--- src/rtl/regfile_sb.sv ---
// rtl/regfile_sb.sv - register file with one-hot write decode, bypassed read ports and busy scoreboard
module regfile_sb #(
   parameter int DATA_W   = 8,
   parameter int ADDR_W   = 3,
   parameter bit ZERO_REG = 1'b0
) (
   input  logic                     clk_i,
   input  logic                     rst_ni,
   input  logic                     wr_en_i,
   input  logic [ADDR_W-1:0]        wr_addr_i,
   input  logic [DATA_W-1:0]        wr_data_i,
   output logic [(1<<ADDR_W)-1:0]   wr_sel_o,
   input  logic [ADDR_W-1:0]        rd0_addr_i,
   input  logic [ADDR_W-1:0]        rd1_addr_i,
   output logic [DATA_W-1:0]        rd0_data_o,
   output logic [DATA_W-1:0]        rd1_data_o,
   output logic                     rd0_busy_o,
   output logic                     rd1_busy_o,
   input  logic                     issue_en_i,
   input  logic [ADDR_W-1:0]        issue_dest_i,
   output logic                     issue_ready_o,
   output logic [(1<<ADDR_W)-1:0]   busy_o
);

   localparam int NUM_REGS = 1 << ADDR_W;

   logic [DATA_W-1:0]   regs_q [NUM_REGS];
   logic [NUM_REGS-1:0] sel;
   logic [NUM_REGS-1:0] sel_q;
   logic [NUM_REGS-1:0] busy_q;
   logic [NUM_REGS-1:0] busy_set;
   logic [NUM_REGS-1:0] busy_next;
   logic                hit0;
   logic                hit1;
   logic                accept;

   function automatic logic is_zero(input logic [ADDR_W-1:0] a);
      return ZERO_REG && (a == '0);
   endfunction

   always_comb begin
      sel = '0;
      if (wr_en_i) sel[wr_addr_i] = 1'b1;
      if (ZERO_REG) sel[0] = 1'b0;
   end

   // Bypass is suppressed while in reset so reads show the stored (cleared) state.
   assign hit0 = rst_ni & wr_en_i & (wr_addr_i == rd0_addr_i) & ~is_zero(rd0_addr_i);
   assign hit1 = rst_ni & wr_en_i & (wr_addr_i == rd1_addr_i) & ~is_zero(rd1_addr_i);

   always_comb begin
      rd0_data_o = regs_q[rd0_addr_i];
      if (is_zero(rd0_addr_i)) rd0_data_o = '0;
      else if (hit0)           rd0_data_o = wr_data_i;
   end

   always_comb begin
      rd1_data_o = regs_q[rd1_addr_i];
      if (is_zero(rd1_addr_i)) rd1_data_o = '0;
      else if (hit1)           rd1_data_o = wr_data_i;
   end

   assign rd0_busy_o = rst_ni & busy_q[rd0_addr_i] & ~hit0;
   assign rd1_busy_o = rst_ni & busy_q[rd1_addr_i] & ~hit1;

   assign issue_ready_o = rst_ni &
                          (~busy_q[issue_dest_i] | (wr_en_i & (wr_addr_i == issue_dest_i)));
   assign accept = issue_en_i & issue_ready_o;

   // A new reservation overrides a same-cycle release of the same register.
   always_comb begin
      busy_set = '0;
      if (accept) busy_set[issue_dest_i] = 1'b1;
      if (ZERO_REG) busy_set[0] = 1'b0;
      busy_next = busy_set | (busy_q & ~sel);
   end

   always_ff @(posedge clk_i) begin
      if (!rst_ni) begin
         for (int k = 0; k < NUM_REGS; k++) regs_q[k] <= '0;
         busy_q <= '0;
         sel_q  <= '0;
      end else begin
         for (int k = 0; k < NUM_REGS; k++) begin
            if (sel[k]) regs_q[k] <= wr_data_i;
         end
         busy_q <= busy_next;
         sel_q  <= sel;
      end
   end

   assign wr_sel_o = sel_q;
   assign busy_o   = busy_q;

endmodule

--- config.mk ---
export PLATFORM = sky130hd
export DESIGN_NAME = regfile_sb
export DESIGN_NICKNAME = d
export VERILOG_FILES = /design/src/rtl/regfile_sb.sv
export SDC_FILE = /design/constraint.sdc
export NUM_CORES = 1
export LEC_CHECK = 0
export BUFFER_PORTS_ARGS = -buffer_cell sky130_fd_sc_hd__buf_2
export CAP_MARGIN = 10
export CORE_ASPECT_RATIO = 0.6
export CORE_MARGIN = 1
export CORE_UTILIZATION = 42
export CTS_BUF_LIST = sky130_fd_sc_hd__clkbuf_4
export DETAILED_ROUTE_END_ITERATION = 10
export SYNTH_ARGS = -nofsm -noshare
export SYNTH_HDL_FRONTEND = slang
export SYNTH_SLANG_ARGS = --single-unit
--- constraint.sdc ---
create_clock -name clk_i -period 1.8 [get_ports clk_i]
set_input_delay 0.27 -clock clk_i [delete_from_list [all_inputs] [get_ports clk_i]]
set_output_delay 0.27 -clock clk_i [all_outputs]
set_load 0.01 [all_outputs]
Word-level counts from Yosys, hierarchy flattened
Memory sizes are Yosys's and may differ from the RTL's.
Cells that the tools add are included.
{"block": "op_classes", "mux": 47, "n_bitwise": 25, "n_reduce_logical": 2, "eq_ne": 3, "magnitude_cmp": 6}
{"op": "$mux W8", "n": 12}
{"op": "$mux W1", "n": 30}
{"op": "$lt A3 B4 Y1 const B", "n": 4}
{"op": "$and A1 B1 Y1", "n": 10}
{"op": "$bmux W1 S3", "n": 3}
{"op": "$eq A3 B3 Y1", "n": 3}
{"op": "$or A1 B1 Y1", "n": 9}
{"op": "$and A8 B8 Y8", "n": 1}
{"op": "$not A8 Y8", "n": 1}
{"op": "$or A8 B8 Y8", "n": 1}
{"op": "$demux W1 S3", "n": 2}
{"op": "$ge A3 B1 Y1 const B", "n": 2}
{"op": "$not A1 Y1", "n": 3}
{"op": "$logic_and A1 B1 Y1", "n": 2}
{"block": "totals", "n_memories": 1, "elab_cells": 86, "ff_bits": 16, "ram_bits": 64, "output_inout_bits": 35, "input_bits": 24}
{"name": "regs_q", "words": 8, "width": 8, "read_ports": 2, "rd_clocked_by_memory_dff": 0, "write_ports": 8, "line_no": "27", "source": "logic [DATA_W-1:0] regs_q [NUM_REGS];"}

Longest topological paths before layout
Gate-level depths: netlist of the first run.
{"block": "depth", "depth_word": 9, "depth_mapped": 6, "ltp_nobuf": 4}

Worst setup path before layout of the first run
No wires, ideal clock.
{"block": "synth_path", "kind": "in2out", "startpoint": "in rd0_addr_i[0]", "endpoint": "out rd0_data_o[0]", "cell_stages": 5, "setup_slack_ns": 0.183, "required_time_ns": 1.530, "t_arrival_ns": 1.347, "cell_sequence": "buf_6 > buf_6 > mux4_2 > mux2i_1 > o21ai_0"}
{"block": "synth_between", "elab_chain_len": 3}
{"item": "start: declaration", "line_no": "13", "source": "input logic [ADDR_W-1:0] rd0_addr_i,"}
{"item": "parallel branches: the longest is 2 deep, another holds $mem_v2 Z8 W8"}
{"item": "$mux W8 *", "line_no": "54", "source": "else if (hit0) rd0_data_o = wr_data_i;"}
{"item": "end: declaration", "line_no": "15", "source": "output logic [DATA_W-1:0] rd0_data_o,"}
Every way passes the cells marked *.

==> summary.md, run 1 <==
| Metric | Value |
|---|---|
| Iter 0 DRT Violations | 337 |
| Worst-path maximum fanout | 2 |
| Hold Path Class | input pin to register |
| Syn. warnings | 0 |
| Top-area cell type share of the netlist area | 43.1% |
| GR Util All Layers | 24.2% |
| Mapped Area | 0.00446 mm^2 |
| Area of the core | 0.0101 mm^2 |
| Max-cap viol count | 0 |
| Critical path required time | 1.53 ns |
| Worst path top cell family by delay | multiplexers |
| Worst Path Arrival | 1.81 ns |
| First-pass GRT wire length | 18700 um |
| Max-Slew Margin vs Limit | 70.0% |
| TritonCTS buffer count | 9 |
| Mapped Nets | 372 |
| DIE AREA | 0.0111 mm^2 |
| Longest Clk Path Bufs | 2 |
| Hold_sp | wr_en_i |
| DP HPWL | 8990 um |
| Cell with the most instances after synthesis | edfxtp_1 |
| Worst vdd ir | 0.359 mV |
| Initial core utilization | 44.2% |
| Dominant synthesized flop cell | edfxtp_1 |
| Layout cells sized above 1 | 38.0% |
| Max incr delay on CP | 0.52 ns |
| Max Freq | 480 MHz |
| Die Height | 81.8 um |
| Cells along the critical path | mux4_2 -> mux2i_1 -> o21ai_1 -> buf_2 |
| Unrepaired setup endpoints after global routing | yes |
| CTS tree | yes |
| Seq pwr share | roughly 52% |
| Worst-margin pin slew | around 0.45 ns |
| Vias post-DR | 3268 |
| Total Nets Final | about 450 |
| Worst Setup Start Kind | register |
| Worst-skew pair later-pin latency | 0.45 ns |
| Worst Setup SP | regs_q[7][0] |
| Sequential cell area fraction in the yosys report | 50.3% |
| Period Utilization, post-route | 116% |
| Power share of the combinational group | 18.3% |
| Final GP Congestion | 0.881 |
| Worst slack at placement | -0.0648 ns |
| # diodes | 0 |
| Status | complete, but fails checks |
| Final hold vios | 0 |
| Setup WS post-layout | -0.284 ns |
| Largest net degree at the start of global routing | 30 |
| Crit path max-delay cell type | mux4_2 |
| Tmin final | 2.08 ns |
| Drt drc | 0 |
| Antenna violations before repair | 0 |
| Row Count | 28 |
| Register bit total from synthesis | 80 |
| Final setup vio count | 19 |
| Vias in the first global route | 3198 |
| GR Overflow Total | 0 |
| Area Overhead vs Synth | 17.6% |
| Commonest cells post-synth | edfxtp_1 (64), nor2_1 (61), nand2_1 (37) |
| Final slew viol count | 0 |
| Die width | 135 um |
| FFs w/ async S/R, synth | 0% |
| Via density | 5.79 |
| Crit path kind | register to output port |
| Post-synth EDFFs | 64 |
| Power Internal | 0.00304 W |
| Root Driver | clkbuf_4 |
| Mean area per synthesized cell | approximately 13 um^2 |
| Count of input and output buffers | 58 |
| TritonCTS sink count | 80 |
| CP endpoint kind | output port |
| Clock skew | between 0.003 and 0.004 ns |
| Yosys cell types | 42 |
| RR Startpoint | busy_o[7] |
| Filler cells | 872 |
| Synth top area cells | edfxtp_1 (43%), mux4_2 (13%), dfxtp_1 (7.2%), mux4_1 (5.9%), nor2_1 (5.1%) |
| Post-route ant nets | 0 |
| I/O pins | ~60 |
| Router iterations before antenna repair | 4 |
| Clk pwr share | between 20 and 30% |
| NetSw | 0.00113 W |
| Final hold slack | about 0.20 ns |
| WL/cell | 21.7 um |
| Clock-pin slew on the worst setup and hold paths | 0.12 ns |
| Leakage | just over 2 nW |
| Sw frac | ~27% |
| Area leader, netlist | edfxtp_1 |
| Failing checks | setup timing |
| H-tree levels | 3 |
| Power per Cell Area | about 800 mW/mm^2 |
| Final wirelength | 12200 um |
| WP buf/inv | 1 |
| Cells after synthesis | 348 |
[cell families (layout without fill, tap and decap cells)]
group | after synthesis | in the layout | synth area share [%]
buffers and inverters | 40 | 121 | 5.61
and+or+nand+nor | 122 | 122 | 12.5
xor gates and xnor gates | 9 | 9 | 2.10
AOI/OAI and AO/OA | 41 | 41 | 6.00
muxes | 56 | 56 | 23.5
DFF | 80 | 80 | 50.3
[sequential cells by signal, summed over array words and instances, names as in the netlist]
register and count:
busy_o 8, regs_q 64, wr_sel_o 8
[placed cells by master (no fill, tap or decap), drive strengths merged, types with 4 or more instances in the layout]
| cell | instances |
|---|---|
| a32oi | 4 |
| buf | 93 |
| clkbuf | 10 |
| dfxtp | 16 |
| edfxtp | 64 |
| inv | 13 |
| mux2i | 20 |
| mux4 | 36 |
| nand2 | 38 |
| nand3 | 4 |
| nor2 | 61 |
| nor3 | 4 |
| o21ai | 20 |
| o31ai | 4 |
| xor2 | 6 |
[tightest hold or removal path, stage by stage]
cell and delay [ns]:
buf_2 0.17, nand3_1 0.12, nor2_1 0.04
[worst paths after layout]
path	to	slack [ns]	depth (start not counted)
max reg2reg	busy_o[5]	0.49	6
min	wr_sel_o[6]	0.20	3
max	rd0_data_o[0]	-0.28	4
min reg2reg	busy_o[4]	0.56	2
[power groups by stage]
stage          combinational, W  clock [W]  sequential, W
2_1_floorplan          0.000471          0        0.00220
3_3_place_gp           0.000735          0        0.00223
3_5_place_dp           0.000736          0        0.00223
4_1_cts                0.000762    0.00123        0.00219
5_1_grt                0.000821    0.00131        0.00220
6_report               0.000767    0.00122        0.00219
[metrics by stage]
step / instance area, um^2 / util [%] / setup TNS, ns / cells / power, W
2_1_floorplan: 4460 / - / 0 / 348 / 0.00267
3_3_place_gp: 5030 / 49.9 / -0.336 / 542 / 0.00296
3_5_place_dp: 5030 / 49.9 / -0.322 / 542 / 0.00297
4_1_cts: 5240 / 51.9 / -4.32 / 564 / 0.00418
5_1_grt: 5250 / 52.0 / -5.43 / 564 / 0.00433
6_report: 5250 / 52.0 / -3.94 / 564 / 0.00418
[metal layers]
metal / track usage [%] / up-vias / routed length, um
met2: 33.6 / 176 / 5090
li1: - / 1456 / -
met3: 8.27 / 7 / 1280
met5: 0 / - / 0
met1: 36.3 / 1629 / 5790
met4: 4.94 / 0 / 69
[what timing repair did]
action,in CTS,in global routing
hold buffers,0,0
endpoints found under the setup margin,19,19
pin swaps,1,3
gates cloned,0,0
buffers inserted,6,0
gates resized for setup,35,9
[layout make-up]
| class | count | area (um^2) | share of cell area (%) |
|---|---|---|---|
| clock buffers | 10 | 75.1 | 1.43 |
| clock inverters | 6 | 82.6 | 1.57 |
| inverters | 12 | 45.0 | 0.858 |
| multi-input cells | 228 | 1950 | 37.2 |
| flip-flops and latches | 80 | 2260 | 43.2 |
| well taps | 135 | 169 | 3.22 |
| repair buffers | 93 | 661 | 12.6 |
No activity file was read; power rests on OpenSTA's default activity.
==> run 2, diff against run 1 <==
--- a/config.mk
+++ b/config.mk
@@ -7,11 +7,14 @@
 export LEC_CHECK = 0
 export BUFFER_PORTS_ARGS = -buffer_cell sky130_fd_sc_hd__buf_2
 export CAP_MARGIN = 10
+export CELL_PAD_IN_SITES_DETAIL_PLACEMENT = 2
+export CELL_PAD_IN_SITES_GLOBAL_PLACEMENT = 2
 export CORE_ASPECT_RATIO = 0.6
 export CORE_MARGIN = 1
-export CORE_UTILIZATION = 42
+export CORE_UTILIZATION = 41
 export CTS_BUF_LIST = sky130_fd_sc_hd__clkbuf_4
 export DETAILED_ROUTE_END_ITERATION = 10
+export PLACE_DENSITY_LB_ADDON = 0.1
 export SYNTH_ARGS = -nofsm -noshare
 export SYNTH_HDL_FRONTEND = slang
 export SYNTH_SLANG_ARGS = --single-unit
==> run 2 against run 1 <==
The run still ends with setup timing left. Die area increased by 2.4%. Cell count is 2.7% higher. Register-to-register slack barely moved. Worst hold slack got worse by 0.0076 ns. Sequential share of layout area decreased by 0.61 points. First-iteration DRC count down 26%. Core utilization down 1.8 points. Clock skew is 0.011 ns higher. Count of clock-buffer cells in the layout unchanged. Critical path type unchanged.
==> summary.md, run 2 (synthesis results as in run 1) <==
| Metric | Value |
|---|---|
| H-tree levels | 3 (unchanged) |
| Tmin final | 2.06 ns (-0.0254 ns) |
| WP buf/inv | 1 (unchanged) |
| Hold Path Class | input pin to register |
| Die Height | 82.8 um (+1.2%) |
| Crit path max-delay cell type | mux4_2 |
| Antenna violations before repair | 1 (+1) |
| Largest net degree at the start of global routing | 30 (unchanged) |
| Sw frac | 29.1% (+1.9 points) |
| GR Util All Layers | 27.4% (+3.3 points) |
| Status | complete, but fails checks |
| Power per Cell Area | 744 mW/mm^2 (-6.6%) |
| Max FFs per register | 64 (unchanged) |
| Worst-margin pin slew | 0.344 ns (-0.105 ns) |
| Final hold slack | 0.192 ns (-0.00759 ns) |
| Router iterations before antenna repair | 4 (unchanged) |
| Worst-path maximum fanout | 2 (unchanged) |
| Leakage | 2.08 nW (+1.0%) |
| Area Overhead vs Synth | 18.9% |
| Final slew viol count | 0 (unchanged) |
| Failing checks | setup timing |
| Drt drc | 0 (unchanged) |
| Setup WS post-layout | -0.258 ns (+0.0254 ns) |
| Power share of the combinational group | 20.5% (+2.2 points) |
| Hold depth | 3 (unchanged) |
| Seq pwr share | 55.4% (+3.0 points) |
| Max-Slew Margin vs Limit | 77.0% (+7.0 points) |
| Commonest non-fill, non-tap cell in the layout | edfxtp_1 |
| CTS tree | yes |
| Clock-pin slew on the worst setup and hold paths | 0.13 ns (about the same) |
| Initial core utilization | 42.3% (-2.0 points) |
| Total Nets Final | 457 (+2.0%) |
| Cells along the critical path | mux4_2 -> mux2i_2 -> o21ai_1 -> buf_2 |
| Final hold vios | 0 (unchanged) |
| Final setup vio count | 19 (unchanged) |
| Vias post-DR | 3311 (+1.3%) |
| Worst R2R Path Depth | 5 (-1) |
| Max incr delay on CP | 0.49 ns (-0.03 ns) |
| Count of input and output buffers | 58 (unchanged) |
| Worst path top cell family by delay | multiplexers |
| Critical path required time | 1.53 ns (about the same) |
| Via density | 5.72 (-1.3%) |
| TritonCTS buffer count | 9 (unchanged) |
| Layout cells sized above 1 | 39.5% (+1.5 points) |
| Worst vdd ir | 0.435 mV (+21%) |
| GR Overflow Total | 0 (unchanged) |
| WL/cell | 24.7 um (+14%) |
| DP HPWL | 10500 um (+17%) |
| Max-cap viol count | 0 (unchanged) |
| Most frequent cells in the layout | edfxtp_1 (64), nor2_1 (61), buf_2 (58) |
| Clock skew | 0.0152 ns (+0.0113 ns) |
| Row Count | 29 (+3.6%) |
| Clk pwr share | 24.0% (-5.3 points) |
| Final wirelength | 14300 um (+17%) |
| First-pass GRT wire length | 21800 um (+17%) |
| Worst Setup Start Kind | register |
| Post-route ant nets | 0 (unchanged) |
| Root Driver | clkbuf_4 |
| Crit path kind | register to output port |
| Register with the most flip-flops | regs_q |
| Worst-skew pair later-pin latency | 0.43 ns (-0.02 ns) |
| Iter 0 DRT Violations | 249 (-26%) |
| Power Internal | 0.00280 W (-8.0%) |
| DIE AREA | 0.0113 mm^2 (+2.4%) |
| Max Freq | 486 MHz (+1.2%) |
| NetSw | 0.00115 W (+1.2%) |
| Die width | 137 um (+1.2%) |
| Unrepaired setup endpoints after global routing | yes |
| Worst Path Arrival | 1.79 ns (-0.02 ns) |
| Longest Clk Path Bufs | 2 (unchanged) |
| Final GP Congestion | 0.835 (-5.3%) |
| CP endpoint kind | output port |
| Area of the core | 0.0106 mm^2 (+4.7%) |
| Vias in the first global route | 3616 (+13%) |
| I/O pins | 59 (unchanged) |
| Final core utilization | 50.2% (-1.8 points) |
| Period Utilization, post-route | 114% (-1.4 points) |
| Filler cells | 1087 (+25%) |
| CP Depth | 4 (unchanged) |
| TritonCTS sink count | 80 (unchanged) |
[run 2: cell count changes in the layout (fill, tap and decap cells not counted), moves of 3 or more]
| cell | before | now |
|---|---|---|
| buf_4 | 25 | 34 |
| dfxtp_2 | 3 | 6 |
| mux2i_1 | 20 | 17 |
| dfxtp_4 | 5 | 2 |
| mux2i_2 | 0 | 3 |
[run 2: worst paths after layout]
kind	from	endpoint	slack (ns)
worst max-delay path	regs_q[7][2]	rd0_data_o[2]	-0.26
worst min-delay path	wr_en_i	wr_sel_o[7]	0.19
worst max register to register	busy_o[6]	busy_o[3]	0.50
worst min register to register	busy_o[0]	busy_o[0]	0.57
[run 2: power groups by stage]
stage               sequential (W)  combinational (W)  clock [W]
floorplan                  0.00220           0.000471          0
global placement           0.00221           0.000751          0
detailed placement         0.00223           0.000785          0
CTS                        0.00219           0.000814   0.000983
global route               0.00220           0.000868    0.00106
finish                     0.00219           0.000811   0.000949
[run 2: tightest hold or removal path: stages]
cell	delay (ns)
buf_2	0.16
nand3_1	0.11
nor2_1	0.04
[run 2: through the flow]
stage	instances	setup slack [ns]	cell area (um^2)	setup TNS, ns	total power [W]
2_1_floorplan	348	0.183	4460	0	0.00267
3_3_place_gp	557	-0.0426	5150	-0.0486	0.00296
3_5_place_dp	557	-0.117	5150	-0.394	0.00301
4_1_cts	577	-0.268	5300	-3.99	0.00398
5_1_grt	579	-0.347	5310	-5.32	0.00413
6_report	579	-0.258	5310	-3.46	0.00395
[run 2: repair_timing]
action                                  4_1_cts  5_1_grt
hold buffers                                  0        0
setup buffers                                 4        0
endpoints found under the setup margin       19       19
endpoints found under the hold margin         0        0
resized for setup                            39        1
[run 2: per-layer routing]
layer / global-route usage (%) / routed length (um) / vias to the layer above
met5: 0 / 0 / -
met4: 4.85 / 78 / 0
met3: 5.19 / 1110 / 9
met2: 43.7 / 6850 / 104
met1: 39.5 / 6250 / 1729
li1: - / - / 1469
[run 2: cell type report]
cell class                 count  area (um^2)  area share (%)
inverter                      12         45.0           0.849
multi-input combinational    228         1960            36.9
timing repair buffer         102          746            14.1
sequential                    80         2260            42.5
clock buffer                  10         75.1            1.42
tap                          139          174            3.28
clock inverter                 6         45.0           0.849
antenna                        2         5.00          0.0943
